[config.mk]
export PLATFORM = sky130hd
export DESIGN_NAME = spi_cmd_decoder
export DESIGN_NICKNAME = d
export VERILOG_FILES = /design/src/rtl/spi_cmd_pkg.sv /design/src/rtl/sync2.sv /design/src/rtl/spi_cmd_decoder.sv
export SDC_FILE = /design/constraint.sdc
export NUM_CORES = 1
export LEC_CHECK = 0
export ABC_AREA = 1
export CORE_MARGIN = 2
export CORE_UTILIZATION = 49
export CTS_CLUSTER_DIAMETER = 80
export CTS_CLUSTER_SIZE = 16
export DETAILED_ROUTE_END_ITERATION = 8
export PLACE_DENSITY = 0.78
export REMOVE_ABC_BUFFERS = 1
export SYNTH_ARGS = -nofsm -noshare
export SYNTH_HDL_FRONTEND = slang
export SYNTH_SLANG_ARGS = --single-unit
[constraint.sdc]
create_clock -name clk -period 3.1 [get_ports clk]
set_clock_uncertainty 0.05 [all_clocks]
set_input_delay 0.93 -clock clk [delete_from_list [all_inputs] [get_ports clk]]
set_output_delay 0.93 -clock clk [all_outputs]
set_load 0.05 [all_outputs]
[src/rtl/spi_cmd_pkg.sv]
// Shared types and constants for the SPI command decoder: opcodes, FSM states
// and the per-opcode frame lengths fed back to the SPI receive buffer.
package spi_cmd_pkg;

    localparam int ADDR_W_DEF = 17;

    typedef enum logic [2:0] {
        WRITE_AT   = 3'b000,
        READ_AT    = 3'b001,
        READ_NEXT  = 3'b010,
        WRITE_NEXT = 3'b011
    } opcode_t;

    typedef enum logic [1:0] {
        IDLE   = 2'd0,
        DECODE = 2'd1,
        REQ    = 2'd2
    } state_t;

    localparam logic [2:0] LEN_WRITE_AT   = 3'd4;
    localparam logic [2:0] LEN_READ_AT    = 3'd3;
    localparam logic [2:0] LEN_READ_NEXT  = 3'd1;
    localparam logic [2:0] LEN_WRITE_NEXT = 3'd2;
    localparam logic [2:0] LEN_ILLEGAL    = 3'd1;

    // Illegal opcodes still report one byte so the buffer never waits on a zero-length frame.
    function automatic logic [2:0] frame_length(input logic [2:0] op);
        case (op)
            WRITE_AT:   return LEN_WRITE_AT;
            READ_AT:    return LEN_READ_AT;
            READ_NEXT:  return LEN_READ_NEXT;
            WRITE_NEXT: return LEN_WRITE_NEXT;
            default:    return LEN_ILLEGAL;
        endcase
    endfunction

endpackage

[src/rtl/sync2.sv]
// Generic two-flop synchronizer for a single-bit level crossing into clk.
// Latency: two clk edges; no backpressure.
module sync2 (
    input  logic clk,
    input  logic reset,
    input  logic d,
    output logic q
);

    logic meta;

    always_ff @(posedge clk or posedge reset) begin
        if (reset) begin
            meta <= 1'b0;
            q    <= 1'b0;
        end else begin
            meta <= d;
            q    <= meta;
        end
    end

endmodule

[src/rtl/spi_cmd_decoder.sv]
// Turns a completed SPI frame into one memory bus request; bus_pending rises three
// edges after the synchronized start and holds until the arbiter strobes bus_done.
module spi_cmd_decoder
    import spi_cmd_pkg::*;
#(
    parameter int ADDR_W = ADDR_W_DEF
) (
    input  logic              clk,
    input  logic              reset,
    input  logic              spi_valid,
    input  logic [7:0]        rx0,
    input  logic [7:0]        rx1,
    input  logic [7:0]        rx2,
    input  logic [7:0]        rx3,
    output logic [2:0]        length,
    output logic [7:0]        tx0,
    output logic              bus_pending,
    output logic              bus_rw_n,
    output logic [ADDR_W-1:0] bus_addr,
    output logic [7:0]        bus_wr_data,
    input  logic [7:0]        bus_rd_data,
    input  logic              bus_done,
    output logic              err_opcode,
    output logic              err_overrun
);

    logic   valid_sync;
    logic   valid_prev;
    logic   start;
    state_t state;
    state_t state_nxt;

    logic [2:0] snap_op;
    logic       snap_a16;
    logic [7:0] snap1;
    logic [7:0] snap2;
    logic [7:0] snap3;
    logic       snap_legal;

    sync2 u_valid_sync (
        .clk   (clk),
        .reset (reset),
        .d     (spi_valid),
        .q     (valid_sync)
    );

    always_ff @(posedge clk or posedge reset) begin
        if (reset) valid_prev <= 1'b0;
        else       valid_prev <= valid_sync;
    end

    assign start      = valid_sync & ~valid_prev;
    assign length     = frame_length(rx0[7:5]);
    assign snap_legal = ~snap_op[2];

    always_ff @(posedge clk or posedge reset) begin
        if (reset) state <= IDLE;
        else       state <= state_nxt;
    end

    always_comb begin
        state_nxt = state;
        case (state)
            IDLE:    if (start) state_nxt = DECODE;
            DECODE:  state_nxt = snap_legal ? REQ : IDLE;
            REQ:     if (bus_done) state_nxt = IDLE;
            default: state_nxt = IDLE;
        endcase
    end

    assign bus_pending = (state == REQ);

    // Only the opcode, A16 and the three payload bytes are ever consumed from the frame.
    always_ff @(posedge clk or posedge reset) begin
        if (reset) begin
            snap_op  <= 3'd0;
            snap_a16 <= 1'b0;
            snap1    <= 8'd0;
            snap2    <= 8'd0;
            snap3    <= 8'd0;
        end else if (start && state == IDLE) begin
            snap_op  <= rx0[7:5];
            snap_a16 <= rx0[0];
            snap1    <= rx1;
            snap2    <= rx2;
            snap3    <= rx3;
        end
    end

    always_ff @(posedge clk or posedge reset) begin
        if (reset) begin
            bus_rw_n    <= 1'b1;
            bus_addr    <= '0;
            bus_wr_data <= 8'd0;
            tx0         <= 8'd0;
            err_opcode  <= 1'b0;
            err_overrun <= 1'b0;
        end else begin
            if (start && state != IDLE)
                err_overrun <= 1'b1;

            if (state == DECODE) begin
                case (snap_op)
                    WRITE_AT: begin
                        bus_rw_n    <= 1'b0;
                        bus_wr_data <= snap1;
                        bus_addr    <= ADDR_W'({snap_a16, snap2, snap3});
                    end
                    READ_AT: begin
                        bus_rw_n <= 1'b1;
                        bus_addr <= ADDR_W'({snap_a16, snap1, snap2});
                    end
                    READ_NEXT: begin
                        bus_rw_n <= 1'b1;
                        bus_addr <= bus_addr + ADDR_W'(1);
                    end
                    WRITE_NEXT: begin
                        bus_rw_n    <= 1'b0;
                        bus_wr_data <= snap1;
                        bus_addr    <= bus_addr + ADDR_W'(1);
                    end
                    default: err_opcode <= 1'b1;
                endcase
            end

            if (state == REQ && bus_done && bus_rw_n)
                tx0 <= bus_rd_data;
        end
    end

endmodule

After elaboration in Yosys (flattened, before gate mapping)
Cells that the tools add are included.
{"block": "classes", "add_sub_neg": 1, "n_mul": 0, "div": 0, "magnitude_cmp": 0, "n_eq_ne": 9, "shift": 0, "mux": 7, "bitwise_logic": 3, "reduce_logical": 19}
{"op": "one-hot mux 17 bit (3 select lines)", "count": 1}
{"op": "adder 17 x 1 -> 17 bit (second input constant)", "count": 1}
{"op": "AND reduction 2 bit", "count": 5}
{"op": "== test 3 x 2 -> 1 bit (second input constant)", "count": 3}
{"op": "one-hot mux 3 bit (3 select lines)", "count": 1}
{"op": "== test 3 x 1 -> 1 bit (second input constant)", "count": 2}
{"op": "zero test 3 bit", "count": 2}
{"op": "two-way mux 2 bit", "count": 3}
{"op": "one-hot mux 2 bit (3 select lines)", "count": 1}
{"op": "OR reduction 2 bit", "count": 3}
{"op": "logical AND 1 bit", "count": 4}
{"op": "nonzero test 2 bit", "count": 2}
{"op": "OR reduction 4 bit", "count": 1}
{"op": "nonzero test 3 bit", "count": 1}
{"op": "== test 2 x 1 -> 1 bit (second input constant)", "count": 1}
{"op": "== test 2 bit (second input constant)", "count": 1}
{"op": "zero test 2 bit", "count": 1}
{"op": "inequality test 2 x 1 -> 1 bit (second input constant)", "count": 1}
{"op": "inequality test 2 bit (second input constant)", "count": 1}
{"op": "NOT 1 bit", "count": 2}
{"op": "one-hot mux 1 bit (2 select lines)", "count": 1}
{"op": "AND 1 bit", "count": 1}
{"block": "totals", "reg_bits": 69, "latchBits": 0, "ramBits": 0, "rom_bits": 0, "out_inout_bits": 40, "elab_cells": 54, "mem_count": 0}

Depth between registers and ports, before layout
Gate-level depths: netlist of run 1.
{"block": "depth", "word_depth": 4, "ltp_mapped": 9, "mapped_depth_nobuf": 9}

By module
Synthesis of run 1 repeated with hierarchy kept, for this count alone.
{"block": "unflattened", "cells_unflattened": 402, "hier_area_um2": 3296.9}
{"module": "spi_cmd_decoder", "n_inst": 1, "cells_each": 399, "area_each_um2": 3243.1}
{"module": "sync2", "n_inst": 1, "cells_each": 3, "area_each_um2": 53.8}

Worst setup path after synthesis of run 1
No wires, ideal clock.
{"block": "synth_timing", "path_type": "input -> output", "startpoint": "in rx0[7]", "endpoint": "out length[0]", "arrival_ps": 2634, "t_required_ps": 2120, "slack_ps": -514, "stages": 2, "n_path_buf": 0, "cell_sequence": "nor3_1 > a21oi_1"}
{"block": "synth_between", "elab_chain_len": 2, "word_cells_on_any_way": 4}
{"item": "start: declaration", "line_no": "spi_cmd_decoder.sv:11", "source": "input logic [7:0] rx0,"}
{"item": "== test 3 x 2 -> 1 bit, or another cell as far along", "line_no": "spi_cmd_pkg.sv:28", "source": "case (op)"}
{"item": "one-hot mux 3 bit (3 select lines) (*)", "line_no": "spi_cmd_pkg.sv:28"}
{"item": "end: declaration", "line_no": "spi_cmd_decoder.sv:15", "source": "output logic [2:0] length,"}
Every way passes the cells marked *; elsewhere a longest branch is shown, timed or not.

Final worst setup path of run 1
{"block": "layout_timing", "startpoint": "in rx0[7]", "endpoint": "out length[2]"}
The elaborated chain is that of the path after synthesis.

==> results.yml, run 1 <==
yosys:
  ys.flop_type: "dfrtp_1"
  synth_edf_count: 0
  ys_seq_area_share_pct: 52.5
  synth-seq-cells: 69
  syn_inst: 401
  synth_area_um2: 3290
  async_flop_share_pct: 100
  syn_area_per_cell_um2: 8.21
  ys_warn_count: 0
  ys_types: 31
detailed_routing:
  drt_iter0_drc: 262
  drt-total-wl_mm: 8.16
  antenna_left: 0
  drc: 0
  via_per_inst: 5.27
  drt_first_pass_iters: 5
  vias: 2998
  wl_per_cell_um: 14.3
placed_design:
  pre_cts_ws_ns: 0.161
  gp_congestion: 0.864
  portBuffers: 79
  postPlaceCellArea_um2: 4210
  hpwl_mm: 5.70
job:
  cap_violations: 0
timing:
  tns_ns: 0
  period_share_pct: 95.5
  fin_crit_ns: 2.96
  setup_viol: 0
  worst_pin_slew_ns: 0.572
  drv_slew: 0
  fin_ws_ns: 0.140
  rsz0062_at_grt: "false"
  fmax_ghz: 0.338
  timing.slew.headroom_pct: 61.8
  hold_viol: 0
  hold_slack_ns: 0.308
global_routing:
  antenna_found_initial: 0
  grt_util_met2_pct: 36.1
  grtUsageMet3_pct: 4.23
  grt_pass1_vias: 2876
  overflow: 0
  grt_pass1_wl_mm: 13.6
  grt_use_total_pct: 23.6
  top_usage_layer: "met2"
  use_met1_pct: 33.4
  grt_max_degree: 70
floorplan:
  initial_core_util_pct: 51.3
  dieArea_um2: 7390
  die_y_um: 86.0
  row_count: 29
  die_w_um: 86.0
  num_io_pins: 84
  core-area_um2: 6420
min_path:
  hp-start: "u_valid_sync.meta$_DFF_PP0_"
  hold_class: "flop to flop"
  hold_depth: 0
  hold_end: "u_valid_sync.q$_DFF_PP0_"
worst_setup_path:
  critPathSlowestCell: "clkdlybuf4s50_1"
  critPathKind: "input port to primary output"
  rrSetupSlack_ns: 1.23
  crit_cells: 4
  critPathLaunch: "rx0[7]"
  crit_path_end_kind: "primary output"
  crit_family: "buffers and inverters"
  worstPathArrival_ns: 1.98
  cp_max_fo: 3
  start_kind: "input port"
  r2r_start: "snap_op[2]$_DFFE_PP0P_"
  max_stage_delay_ns: 0.45
  r2r-end: "bus_wr_data[4]$_DFFE_PP0P_"
  cp.required_ns: 2.12
  cp_cell_sequence: "clkdlybuf4s50_1 -> nor3_1 -> buf_4 -> buf_12"
  worst-path-buf-inv: 3
  r2r_cells: 7
clock_tree:
  cts_resized: 0
  clock-sinks: 69
  tritoncts: "built"
  clk_latency_ns: 0.35
  clkTransAtPathRegs_ns: 0.08
  hold_buffers: 0
  htree_levels: 3
  clk_path_buf_depth: 2
  post-cts-setup-buffer-count: 0
  root_buffer: "clkbuf_8"
  numCtsBuffers: 9
final_layout:
  post-route-cell-area_um2: 4460
  layout_common_cells: "127 x nand2_1, 76 x clkdlybuf4s50_1, 68 x dfrtp_1"
  fin_util_pct: 69.5
  drive_gt1_share_pct: 9.55
  antennaDiodeCount: 0
  syn2layout_area_growth_pct: 35.5
  mostFrequentLayoutCell: "nand2_1"
  fin_nets: 532
power_and_ir_drop:
  p_leak_nw: 2.10
  peakVddDrop_v: 0.000688
  power_per_cell_area_nw_per_um2: 1010
outcome:
  status: "complete, no violations"
## cell families after synthesis
kind of cell	after synthesis	synth area share [%]
AO/OA/AOI/OAI	68	11.5
buffers and inverters	58	7.48
AND/OR/NAND/NOR	197	25.5
adder cells (fa/ha/maj)	1	0.380
multiplexers	8	2.74
flip-flops	69	52.5
## per-layer routing
layer | vias up | share of wire (%)
li1 | 1454 | -
met1 | 1445 | 45
met2 | 91 | 49
met3 | 8 | 5.4
met4 | 0 | 1.1
met5 | - | 0
## worst reg2reg max path, delay by kind of cell (launching register included)
kind	cells	cell delay, ns
AND/OR/NAND/NOR	3	0.46
flip-flops	1	0.49
buffers and inverters	3	0.70
AO/OA/AOI/OAI	1	0.09
## cell type report
| cell class | instances | area [um^2] |
|---|---|---|
| fillers | 528 | 1960 |
| flip-flops and latches | 69 | 1730 |
| multi-input cells | 274 | 1320 |
| repair buffers | 86 | 886 |
| inverters | 47 | 176 |
| clock buffers | 11 | 151 |
| clock inverters | 5 | 106 |
| well taps | 77 | 96.3 |
## flip-flops by register name, summed over array words and instances, names as in the netlist
name	flops
snap2	8
u_valid_sync.q	1
snap_a16	1
snap3	8
state	2
err_opcode	1
snap1	8
bus_addr	17
bus_rw_n	1
err_overrun	1
bus_wr_data	8
u_valid_sync.meta	1
tx0	8
snap_op	3
valid_prev	1
## synthesized netlist by cell type (3+ instances only)
master / count / area [um^2]
nand4_1: 3 / 18.8
nand2_1: 127 / 477
o21ai_0: 31 / 155
nand3_1: 29 / 145
nor2_1: 29 / 109
dfrtp_1: 68 / 1700
mux2_2: 8 / 90.1
clkbuf_1: 4 / 15.0
buf_6: 3 / 33.8
inv_1: 45 / 169
a21oi_1: 23 / 115
a21boi_0: 4 / 30.0
## report_power, final
group          switching (mW)  internal (mW)  total (mW)
Combinational            1.37          0.714        2.08
Clock                   0.364          0.580       0.943
Sequential              0.276           1.22        1.49
Total                    2.01           2.51        4.52
## stage by stage
step	std cells	power (mW)
after floorplan	390	2.85
after global placement	553	3.54
after detailed placement	553	3.59
after CTS	569	4.53
after global routing	569	4.77
final	569	4.52
## worst max-delay path by stage
stage / end / slack (ns)
after floorplan: length[0] / -0.51
after global placement: length[0] / 0.21
after detailed placement: length[2] / 0.16
after CTS: length[2] / 0.15
after global routing: length[2] / 0.07
final: length[2] / 0.14
No activity file was read; power rests on OpenSTA's default activity.
==> run 2, diff against run 1 <==
--- a/config.mk
+++ b/config.mk
@@ -11,8 +11,7 @@
 export CTS_CLUSTER_DIAMETER = 80
 export CTS_CLUSTER_SIZE = 16
 export DETAILED_ROUTE_END_ITERATION = 8
-export PLACE_DENSITY = 0.78
-export REMOVE_ABC_BUFFERS = 1
+export PLACE_DENSITY = 0.8
 export SYNTH_ARGS = -nofsm -noshare
 export SYNTH_HDL_FRONTEND = slang
 export SYNTH_SLANG_ARGS = --single-unit
==> results.yml, run 2 (same netlist as run 1, synthesis figures left out) <==
clock_tree:
  hold_buffers: 0
  numCtsBuffers: 9
  root_buffer: "clkbuf_8"
  clkTransAtPathRegs_ns: 0.07
  clk_latency_ns: 0.35
  clk_path_buf_depth: 2
  htree_levels: 3
  clock-sinks: 69
  tritoncts: "built"
  post-cts-setup-buffer-count: 0
  cts_resized: 0
timing:
  fmax_ghz: 0.339
  hold_viol: 0
  tns_ns: 0
  period_share_pct: 95.2
  worst_pin_slew_ns: 0.658
  drv_slew: 0
  timing.slew.headroom_pct: 56.0
  fin_crit_ns: 2.95
  setup_viol: 0
  rsz0062_at_grt: "false"
global_routing:
  antenna_found_initial: 0
  grt_use_total_pct: 24.3
  grt_max_degree: 38
  overflow: 0
  grt_pass1_wl_mm: 13.8
  grt_pass1_vias: 2881
final_layout:
  largest_reg_flops: 17
  post-route-cell-area_um2: 4440
  regMostFlops: "bus_addr"
  nFillCells: 500
  layout_common_cells: "127 x nand2_1, 76 x clkdlybuf4s50_1, 68 x dfrtp_1"
  syn2layout_area_growth_pct: 34.8
  fin_nets: 531
  mostFrequentLayoutCell: "nand2_1"
  antennaDiodeCount: 0
  drive_gt1_share_pct: 9.78
worst_setup_path:
  critPathKind: "input port to primary output"
  worst-path-buf-inv: 2
  max_stage_delay_ns: 0.54
  cp.required_ns: 2.12
  worstPathArrival_ns: 1.97
  cp_cell_sequence: "clkdlybuf4s50_1 -> nor2_2 -> a21oi_1 -> buf_12"
  critPathSlowestCell: "clkdlybuf4s50_1"
  crit_family: "buffers and inverters"
  cp_max_fo: 3
  crit_path_end_kind: "primary output"
  start_kind: "input port"
power_and_ir_drop:
  peakVddDrop_v: 0.000740
  p_leak_nw: 2.09
  power_per_cell_area_nw_per_um2: 1000
detailed_routing:
  drt_first_pass_iters: 4
  vias: 2987
  antenna_left: 0
  drt_iter0_drc: 225
  via_per_inst: 5.26
  drt-total-wl_mm: 8.22
  wl_per_cell_um: 14.5
  drc: 0
floorplan:
  row_count: 29
  num_io_pins: 84
  die_y_um: 86.0
  die_w_um: 86.0
  core-area_um2: 6420
  initial_core_util_pct: 51.3
  dieArea_um2: 7390
placed_design:
  portBuffers: 79
  gp_congestion: 0.912
  hpwl_mm: 5.71
  postPlaceCellArea_um2: 4210
yosys:
  syn-num-nets: 446
job:
  cap_violations: 0
min_path:
  hold_class: "flop to flop"
outcome:
  status: "complete, no violations"
run 2: changes by cell type in the layout (fill, tap and decap cells not counted):
cell,delta
nor3_2,+1
clkinv_2,+1
nor2_2,+1
bufinv_16,-1
nor3_1,-1
nor2_1,-1
inv_6,+1
buf_4,-1
clkinv_4,-1
run 2: metal layers:
metal	vias to the layer above	part of all wire, %	track usage [%]
li1	1452	-	-
met1	1407	42	31.9
met2	111	48	38.3
met3	17	7.6	7.12
met4	0	2.2	8.95
met5	-	0	0
run 2: stage by stage:
stage | util [%] | hold WS (ns) | setup WS [ns] | instances | total power [mW]
2_1_floorplan | - | 0.281 | 0.0637 | 401 | 2.88
3_3_place_gp | 65.5 | 0.287 | 0.172 | 552 | 3.54
3_5_place_dp | 65.5 | 0.289 | 0.143 | 552 | 3.59
4_1_cts | 69.1 | 0.308 | 0.142 | 568 | 4.46
5_1_grt | 69.1 | 0.312 | 0.100 | 568 | 4.70
6_report | 69.1 | 0.304 | 0.149 | 568 | 4.45
run 2: worst reg2reg max path, stage by stage (launching register included):
cell	delay (ns)
dfrtp_1	0.50
nor3_4	0.21
buf_4	0.23
inv_2	0.20
nor3_4	0.56
nor2_1	0.09
a21oi_1	0.17
run 2: final cells by class:
class / instances / area (um^2) / area share (%)
Tap cell: 77 / 96.3 / 2.17
Clock buffer: 11 / 151 / 3.41
Clock inverter: 5 / 81.3 / 1.83
Multi-Input combinational cell: 274 / 1330 / 29.9
Sequential cell: 69 / 1730 / 38.9
Inverter: 47 / 176 / 3.98
Timing Repair Buffer: 85 / 878 / 19.8
run 2: path summary, 6_finish.rpt:
| kind | start | to | slack (ns) | cells after the start |
|---|---|---|---|---|
| setup / recovery | rx0[7] | length[0] | 0.15 | 4 |
| hold / removal | u_valid_sync.meta$_DFF_PP0_ | u_valid_sync.q$_DFF_PP0_ | 0.30 | 0 |
| setup reg to reg | snap_op[2]$_DFFE_PP0P_ | bus_wr_data[5]$_DFFE_PP0P_ | 1.01 | 6 |
| hold reg to reg | u_valid_sync.meta$_DFF_PP0_ | u_valid_sync.q$_DFF_PP0_ | 0.30 | 0 |
| max in group asynchronous | reset | bus_wr_data[0]$_DFFE_PP0P_ | 1.60 | 3 |
| min in group asynchronous | reset | tx0[4]$_DFFE_PP0P_ | 0.84 | 2 |
run 2: report_power, final:
group,total [mW],switching (mW),internal [mW]
Sequential,1.52,0.298,1.22
Clock,0.853,0.354,0.498
Combinational,2.08,1.37,0.712
Total,4.45,2.02,2.43
==> run 3, diff against run 2 <==
==> constraint.sdc (replaced) <==
create_clock -name clk -period 3.1 [get_ports clk]
set_clock_uncertainty 0.05 [all_clocks]
set_input_delay 0.31 -clock clk [delete_from_list [all_inputs] [get_ports clk]]
set_output_delay 0.31 -clock clk [all_outputs]
set_load 0.05 [all_outputs]
==> results.yml, run 3 (same netlist as run 1, synthesis figures left out) <==
floorplan:
  initial_core_util_pct: 51.3
  die_y_um: 86.0
  die_w_um: 86.0
  core-area_um2: 6420
  dieArea_um2: 7390
  num_io_pins: 84
  row_count: 29
min_path:
  hold_class: "flop to flop"
timing:
  setup_viol: 0
  fin_crit_ns: 2.22
  period_share_pct: 71.6
  timing.slew.headroom_pct: 53.3
  rsz0062_at_grt: "false"
  hold_viol: 0
  tns_ns: 0
  worst_pin_slew_ns: 0.700
  fin_ws_ns: 0.879
  drv_slew: 0
  fmax_ghz: 0.450
global_routing:
  grt_pass1_wl_mm: 13.1
  overflow: 0
  grt_max_degree: 39
  grt_pass1_vias: 2691
  antenna_found_initial: 0
  grt_use_total_pct: 22.5
clock_tree:
  tritoncts: "built"
  clkTransAtPathRegs_ns: 0.07
  clk_latency_ns: 0.33
  clock-sinks: 69
  root_buffer: "clkbuf_8"
  numCtsBuffers: 9
  clk_path_buf_depth: 2
  post-cts-setup-buffer-count: 0
  htree_levels: 3
  hold_buffers: 0
  cts_resized: 0
outcome:
  status: "complete, no violations"
placed_design:
  pre_cts_ws_ns: 0.894
  placed_cells: 550
  gp_congestion: 0.904
  hpwl_mm: 5.67
  portBuffers: 79
detailed_routing:
  drt_first_pass_iters: 5
  drt-total-wl_mm: 7.85
  drc: 0
  drt_iter0_drc: 170
  vias: 2958
  via_per_inst: 5.24
  antenna_left: 0
  wl_per_cell_um: 13.9
final_layout:
  final_cells: 565
  fin_nets: 529
  syn2layout_area_growth_pct: 31.9
  largest_reg_flops: 17
  drive_gt1_share_pct: 7.99
  antennaDiodeCount: 0
  layout_common_cells: "127 x nand2_1, 79 x clkdlybuf4s50_1, 68 x dfrtp_1"
  fin_util_pct: 67.6
  regMostFlops: "bus_addr"
  mostFrequentLayoutCell: "nand2_1"
yosys:
  syn-num-nets: 446
worst_setup_path:
  cp_max_fo: 3
  cp.required_ns: 2.74
  start_kind: "input port"
  worstPathArrival_ns: 1.86
  crit_path_end_kind: "primary output"
  critPathKind: "input port to primary output"
power_and_ir_drop:
  power_per_cell_area_nw_per_um2: 988
  p_total_mw: 4.29
  peakVddDrop_v: 0.000592
  p_leak_nw: 2.05
job:
  cap_violations: 0
## run 3: layout make-up
type                            instances  area [um^2]
Clock buffer                           11          141
Clock inverter                          4         48.8
Fill cell                             543         2080
Inverter                               47          176
Multi-Input combinational cell        274         1320
Sequential cell                        69         1730
Tap cell                               77         96.3
Timing Repair Buffer                   83          833
## run 3: path summary, 6_finish.rpt
check | start | end | slack (ns) | depth (start not counted)
worst min-delay path | u_valid_sync.meta$_DFF_PP0_ | u_valid_sync.q$_DFF_PP0_ | 0.31 | 0
worst max register to register | snap_op[2]$_DFFE_PP0P_ | bus_wr_data[7]$_DFFE_PP0P_ | 1.07 | 6
max in group asynchronous | reset | bus_rw_n$_DFFE_PP1P_ | 1.94 | 3
worst max-delay path | rx0[7] | length[2] | 0.88 | 3
worst min register to register | u_valid_sync.meta$_DFF_PP0_ | u_valid_sync.q$_DFF_PP0_ | 0.31 | 0
min in group asynchronous | reset | tx0[5]$_DFFE_PP0P_ | 0.36 | 2
## run 3: through the flow
step / hold slack [ns] / cell area [um^2]
after detailed placement: 0.307 / 4150
after floorplan: 0.281 / 3290
after global routing: 0.316 / 4340
after CTS: 0.313 / 4340
after global placement: 0.300 / 4150
final: 0.310 / 4340
## run 3: power breakdown
part	switching [mW]	internal [mW]
registers	0.294	1.22
logic	1.36	0.705
clock network	0.328	0.388
## run 3: worst max-delay path: stages
cell	delay (ns)
clkdlybuf4s50_1	0.44
nor3_1	0.26
clkdlybuf4s50_1	0.85
## run 3: per-layer routing
metal | part of all wire (%) | track usage [%] | vias up | wire (um)
met4 | 1.2 | 5.63 | 0 | 95
met2 | 45 | 33.7 | 134 | 3560
met3 | 8.8 | 7.12 | 8 | 693
met1 | 45 | 32.0 | 1373 | 3500
met5 | 0 | 0 | - | 0
li1 | - | - | 1443 | -
